## config.mk

```make
export PLATFORM = sky130hd
export DESIGN_NAME = tcam_ctrl
export DESIGN_NICKNAME = d
export VERILOG_FILES = /design/src/rtl/tcam_pkg.sv /design/src/rtl/tcam_prio_enc.sv /design/src/rtl/tcam_ctrl.sv
export SDC_FILE = /design/constraint.sdc
export NUM_CORES = 1
export LEC_CHECK = 0
export ABC_AREA = 1
export CORE_UTILIZATION = 40
export DETAILED_ROUTE_END_ITERATION = 8
export PLACE_DENSITY = 0.79
export SETUP_SLACK_MARGIN = 0.5
export SYNTH_ARGS = -nofsm -noshare
export SYNTH_HDL_FRONTEND = slang
export SYNTH_HIERARCHICAL = 1
export SYNTH_SLANG_ARGS = --single-unit
```

## constraint.sdc

```tcl
create_clock -name clk -period 3.9 [get_ports clk]
set_clock_uncertainty 0.15 [all_clocks]
set_input_delay 1.17 -clock clk [delete_from_list [all_inputs] [get_ports clk]]
set_output_delay 1.17 -clock clk [all_outputs]
set_load 0.1 [all_outputs]
```

## src/rtl/tcam_pkg.sv

```systemverilog
// Shared types for the TCAM command sequencer: command opcodes, FSM states
// and the address-width helper used to size index ports.
package tcam_pkg;

    typedef enum logic [1:0] {
        OP_WRITE  = 2'b00,
        OP_CLEAR  = 2'b01,
        OP_SEARCH = 2'b10,
        OP_FLUSH  = 2'b11
    } tcam_op_e;

    typedef enum logic [2:0] {
        ST_IDLE,
        ST_ISSUE,
        ST_SEARCH,
        ST_FLUSH,
        ST_RESP
    } tcam_state_e;

    function automatic int addr_w(input int n);
        return (n > 1) ? $clog2(n) : 1;
    endfunction

endpackage

```

## src/rtl/tcam_prio_enc.sv

```systemverilog
// Lowest-index priority encoder for a match-line vector, with hit and
// multiple-hit flags. Purely combinational.
module tcam_prio_enc
    import tcam_pkg::*;
#(
    parameter int  WORD_NUM = 8,
    localparam int ADDR_W   = addr_w(WORD_NUM)
) (
    input  logic [WORD_NUM-1:0] vec_i,
    output logic [ADDR_W-1:0]   idx_o,
    output logic                hit_o,
    output logic                multi_o
);

    always_comb begin
        idx_o = '0;
        // Scan downwards so the lowest set bit is the last one written.
        for (int i = WORD_NUM - 1; i >= 0; i--) begin
            if (vec_i[i]) begin
                idx_o = ADDR_W'(i);
            end
        end
    end

    assign hit_o   = |vec_i;
    // Clearing the lowest set bit leaves something only if two or more were set.
    assign multi_o = |(vec_i & (vec_i - {{(WORD_NUM-1){1'b0}}, 1'b1}));

endmodule

```

## src/rtl/tcam_ctrl.sv

```systemverilog
// Command sequencer for the mem_arr TCAM: issues write/clear/search/flush
// cycles, tracks valid entries and returns one response per command.
module tcam_ctrl
    import tcam_pkg::*;
#(
    parameter int  WORD_WIDTH = 8,
    parameter int  WORD_NUM   = 8,
    parameter int  SEARCH_LAT = 1,
    localparam int ADDR_W     = addr_w(WORD_NUM)
) (
    input  logic                  clk,
    input  logic                  rst,
    input  logic                  cmd_valid,
    output logic                  cmd_ready,
    input  logic [1:0]            cmd_op,
    input  logic [WORD_WIDTH-1:0] cmd_key,
    input  logic [WORD_WIDTH-1:0] cmd_mask,
    input  logic [ADDR_W-1:0]     cmd_addr,
    output logic                  rsp_valid,
    input  logic                  rsp_ready,
    output logic                  rsp_hit,
    output logic                  rsp_multi,
    output logic [ADDR_W-1:0]     rsp_idx,
    output logic [WORD_NUM-1:0]   rsp_match_vec,
    output logic [ADDR_W:0]       occupancy,
    output logic [WORD_WIDTH-1:0] mem_word,
    output logic [WORD_WIDTH-1:0] mem_mask,
    output logic [ADDR_W-1:0]     mem_addr,
    output logic                  mem_opcode,
    output logic                  mem_req,
    output logic                  mem_clr,
    input  logic [WORD_NUM-1:0]   mem_matched
);

    localparam int OCC_W = ADDR_W + 1;
    localparam int CNT_W = (SEARCH_LAT > 1) ? $clog2(SEARCH_LAT) : 1;

    tcam_state_e           state_q, state_d;
    logic [WORD_NUM-1:0]   valid_map_q, valid_map_d;
    logic [WORD_NUM-1:0]   match_vec_q, match_vec_d;
    logic [OCC_W-1:0]      occupancy_q, occupancy_d;
    logic [CNT_W-1:0]      cnt_q, cnt_d;
    logic                  rsp_valid_q, rsp_valid_d;
    logic [WORD_WIDTH-1:0] mem_word_q, mem_word_d;
    logic [WORD_WIDTH-1:0] mem_mask_q, mem_mask_d;
    logic [ADDR_W-1:0]     mem_addr_q, mem_addr_d;
    logic                  mem_opcode_q, mem_opcode_d;
    logic                  mem_req_q, mem_req_d;
    logic                  mem_clr_q, mem_clr_d;

    always_comb begin
        // NOTE: every signal gets a default first so no path leaves it unassigned, which would infer a latch.
        state_d      = state_q;
        valid_map_d  = valid_map_q;
        match_vec_d  = match_vec_q;
        cnt_d        = cnt_q;
        rsp_valid_d  = rsp_valid_q;
        mem_word_d   = mem_word_q;
        mem_mask_d   = mem_mask_q;
        mem_addr_d   = mem_addr_q;
        mem_opcode_d = mem_opcode_q;
        mem_req_d    = mem_req_q;
        mem_clr_d    = mem_clr_q;

        occupancy_d = '0;
        for (int i = 0; i < WORD_NUM; i++) begin
            occupancy_d = occupancy_d + OCC_W'(valid_map_q[i]);
        end

        case (state_q)
            ST_IDLE: begin
                if (cmd_valid) begin
                    mem_req_d    = 1'b1;
                    mem_opcode_d = 1'b0;
                    mem_clr_d    = 1'b0;
                    mem_word_d   = cmd_key;
                    mem_mask_d   = cmd_mask;
                    mem_addr_d   = cmd_addr;
                    match_vec_d  = '0;
                    unique case (tcam_op_e'(cmd_op))
                        OP_WRITE: begin
                            state_d               = ST_ISSUE;
                            valid_map_d[cmd_addr] = 1'b1;
                        end
                        OP_CLEAR: begin
                            state_d               = ST_ISSUE;
                            mem_clr_d             = 1'b1;
                            valid_map_d[cmd_addr] = 1'b0;
                        end
                        OP_SEARCH: begin
                            state_d      = ST_SEARCH;
                            mem_opcode_d = 1'b1;
                            mem_mask_d   = '1;
                            mem_addr_d   = '0;
                            cnt_d        = CNT_W'(SEARCH_LAT - 1);
                        end
                        OP_FLUSH: begin
                            state_d     = ST_FLUSH;
                            mem_clr_d   = 1'b1;
                            mem_word_d  = '0;
                            mem_mask_d  = '0;
                            mem_addr_d  = '0;
                            valid_map_d = '0;
                        end
                    endcase
                end
            end
            ST_ISSUE: begin
                state_d     = ST_RESP;
                mem_req_d   = 1'b0;
                mem_clr_d   = 1'b0;
                rsp_valid_d = 1'b1;
            end
            ST_SEARCH: begin
                if (cnt_q == '0) begin
                    // Entries never written (or cleared) may still match in the array.
                    match_vec_d = mem_matched & valid_map_q;
                    state_d     = ST_RESP;
                    mem_req_d   = 1'b0;
                    rsp_valid_d = 1'b1;
                end else begin
                    cnt_d = cnt_q - CNT_W'(1);
                end
            end
            ST_FLUSH: begin
                if (mem_addr_q == ADDR_W'(WORD_NUM - 1)) begin
                    state_d     = ST_RESP;
                    mem_req_d   = 1'b0;
                    mem_clr_d   = 1'b0;
                    rsp_valid_d = 1'b1;
                end else begin
                    mem_addr_d = mem_addr_q + ADDR_W'(1);
                end
            end
            ST_RESP: begin
                if (rsp_ready) begin
                    rsp_valid_d = 1'b0;
                    state_d     = ST_IDLE;
                end
            end
            default: state_d = ST_IDLE;
        endcase
    end

    always_ff @(posedge clk) begin
        // NOTE: sequential state uses non-blocking assignments so every register samples pre-edge values.
        if (rst) begin
            state_q      <= ST_IDLE;
            // NOTE: the array itself is never reset; a cleared valid_map hides whatever it still holds.
            valid_map_q  <= '0;
            match_vec_q  <= '0;
            occupancy_q  <= '0;
            cnt_q        <= '0;
            rsp_valid_q  <= 1'b0;
            mem_word_q   <= '0;
            mem_mask_q   <= '0;
            mem_addr_q   <= '0;
            mem_opcode_q <= 1'b0;
            mem_req_q    <= 1'b0;
            mem_clr_q    <= 1'b0;
        end else begin
            state_q      <= state_d;
            valid_map_q  <= valid_map_d;
            match_vec_q  <= match_vec_d;
            occupancy_q  <= occupancy_d;
            cnt_q        <= cnt_d;
            rsp_valid_q  <= rsp_valid_d;
            mem_word_q   <= mem_word_d;
            mem_mask_q   <= mem_mask_d;
            mem_addr_q   <= mem_addr_d;
            mem_opcode_q <= mem_opcode_d;
            mem_req_q    <= mem_req_d;
            mem_clr_q    <= mem_clr_d;
        end
    end

    tcam_prio_enc #(
        .WORD_NUM (WORD_NUM)
    ) u_prio_enc (
        .vec_i   (match_vec_q),
        .idx_o   (rsp_idx),
        .hit_o   (rsp_hit),
        .multi_o (rsp_multi)
    );

    assign cmd_ready     = (state_q == ST_IDLE);
    assign rsp_valid     = rsp_valid_q;
    assign rsp_match_vec = match_vec_q;
    assign occupancy     = occupancy_q;
    assign mem_word      = mem_word_q;
    assign mem_mask      = mem_mask_q;
    assign mem_addr      = mem_addr_q;
    assign mem_opcode    = mem_opcode_q;
    assign mem_req       = mem_req_q;
    assign mem_clr       = mem_clr_q;

endmodule

```

==> flow_summary.ini <==
[layout]
fin_area_um2 = 3070
fin_nets = 431
diodes = 0
post-route-util_pct = 55.7
area.growth.synth_to_final_pct = 34.5
drive_gt1_share_pct = 18.5

[route]
dr.pass1.iters = 4
wl_per_cell_um = 11.7
drt_first_iter_violations = 69
ant_nets = 0
vias_per_cell = 4.81
drcViolationCount = 0
route.vias.total = 2222
wl_um = 5420

[power]
power.density_nw_per_um2 = 386
power.leakage_nw = 1.40
p_total_mw = 1.18
ir_drop_mv = 0.260

[global_routing]
grt_pass1_vias = 2070
antenna_found_initial = 0
track_usage_pct = 18.6
grt_pass1_wl_um = 9070
grt_overflow = 0
grt_max_degree = 27

[clocking]
clkTransAtPathRegs_ns = 0.09
insertion_delay_ns = 0.30
cts_hold_buf = 0
cts_setup_buffers = 0
h-tree-depth = 2
cts_buffer_depth = 2
cts_tree = done
cts_buffers = 5
root_buffer = clkbuf_8
cts_resized = 0
cts.sinks = 46

[timing]
finalSetupViolations = 0
layout_min_cycle_time_ns = 2.95
final_min_period_over_clock_period_pct = 75.7
finalSetupTns_ns = 0
grt_setup_unrepaired = false
relSlewSlack_pct = 62.0
fmax_mhz = 339
hold_slack_ns = 0.308
finalHoldViolations = 0
tightest_slew_ns = 0.570
drv_slew = 0

[worst_setup_path]
rr_worst_depth = 10
cp_top_family = adder cells
cp-end-kind = flip-flop
critPathKind = flip-flop to flip-flop
cp.buffers_inverters = 3
worst-path-stages = 10
crit_path_cell_trace = fa_1, inv_1, fa_1, fa_1, inv_1, ha_1, inv_1, fa_1, xor2_1, nor2_1
crit_fanout = 3
cp.arrival_ns = 2.98
cp_common_cell = fa_1
slowest_delay_ns = 0.55
cp-startpoint = valid_map_q[0]
cpMaxStageDelayCell = fa_1
start_kind = flip-flop
crit_required_ns = 3.92
r2r-start = valid_map_q[0]

[die]
die_w_um = 77.5
start_util_pct = 41.4
coreArea_um2 = 5510
row_count = 27
dieArea_um2 = 6010
io_pins = 74
die_h_um = 77.5

[run_status]
run_status = complete, no violations

[run]
max_cap_viol_count = 0

[logic_synthesis]
syn_inst = 320
ys_warn_count = 6
yosysUniqueCellTypes = 24
synth_fp_nets = 362
syn_avg_cell_area_um2 = 7.12
synth_seq_area_share_pct = 40.4
netlist_area_um2 = 2280
ys_ff_latch = 46

[placement]
dpl_cell_area_um2 = 2970
gp_congestion = 0.868
hpwl_um = 4040
io_buffer_count = 73

[min_path]
hold_class = flip-flop to flip-flop
hold_depth = 2
hp-start = rsp_valid
## cell type report
cell class	instances	area, um^2
fillers	550	2440
multi-input cells	221	1160
flip-flops and latches	46	927
repair buffers	74	636
inverters	41	156
well taps	72	90.1
clock buffers	7	86.3
clock inverters	1	5.00
## per-layer routing
metal  up-vias  global-route usage (%)  routed length (um)  share of wire [%]
met4         0                    4.91                  62                1.1
met5         -                       0                   0                  0
met3         8                    3.53                 230                4.2
met1      1004                    23.0                2510                 46
met2        52                    32.7                2610                 48
li1       1158                       -                   -                  -
## Yosys cell counts (all sizes together)
master | instances | share of area, %
nand2 | 75 | 13
dfxtp | 46 | 40
a21oi | 43 | 9.4
inv | 41 | 6.9
nor2 | 37 | 8.2
nand3 | 36 | 8.1
o21ai | 14 | 3.2
buf | 7 | 2.1
clkbuf | 5 | 0.82
ha | 5 | 2.7
nor3 | 5 | 1.1
fa | 4 | 3.5
nand4 | 1 | 0.27
xor2 | 1 | 0.38
## flip-flops by register name, indices dropped and copies added, names as in the netlist
register,cells
rsp_match_vec,8
mem_addr,3
rsp_valid,1
mem_clr,1
valid_map_q,8
mem_opcode,1
mem_word,8
mem_mask,8
mem_req,1
state_q,3
occupancy,4
## tightest hold or removal path, delay by kind of cell, from the launching register on
kind,cells,cell delay (ns)
buf+inv,1,0.05
compound gates,1,0.05
flops,1,0.32
## layout by cell type (no fill, tap or decap), types with 6 or more instances in the layout
cell type        netlist  final
o21ai_0               13     13
nand2_1               71     71
clkdlybuf4s50_1        0     32
buf_4                  1     42
clkbuf_8               0      6
dfxtp_1               46     41
inv_1                 39     39
nor2_4                 6      7
nand3_1               35     35
nor2_1                30     29
a21oi_1               43     41
## stage by stage
stage | cells | setup slack (ns)
2_1_floorplan | 320 | 0.508
3_3_place_gp | 454 | 0.939
4_1_cts | 462 | 0.919
3_5_place_dp | 454 | 0.895
5_1_grt | 462 | 0.821
6_report | 462 | 0.946
## kinds of logic (layout without fill, tap and decap cells)
kind of cell / count (synthesis) / count (layout) / synth area share (%)
adders and majority gates: 9 / 9 / 6.26
and+or+nand+nor: 154 / 154 / 30.5
DFF: 46 / 46 / 40.4
AOI/OAI and AO/OA: 57 / 57 / 12.7
xor gates and xnor gates: 1 / 1 / 0.384
buffers and inverters: 53 / 123 / 9.82
## report_power, final
| part | switching (mW) | leakage (nW) | internal (mW) | total (mW) |
|---|---|---|---|---|
| clock network | 0.154 | 0.0482 | 0.143 | 0.297 |
| registers | 0.0191 | 0.378 | 0.497 | 0.516 |
| logic | 0.276 | 0.978 | 0.0955 | 0.371 |
## path summary, 6_finish.rpt
check,to,slack (ns)
worst max register to register,occupancy[2],0.95
worst min register to register,rsp_valid,0.31
worst max-delay path,occupancy[2],0.95
worst min-delay path,rsp_valid,0.31
Note: power is estimated with default switching activity, not from simulation.
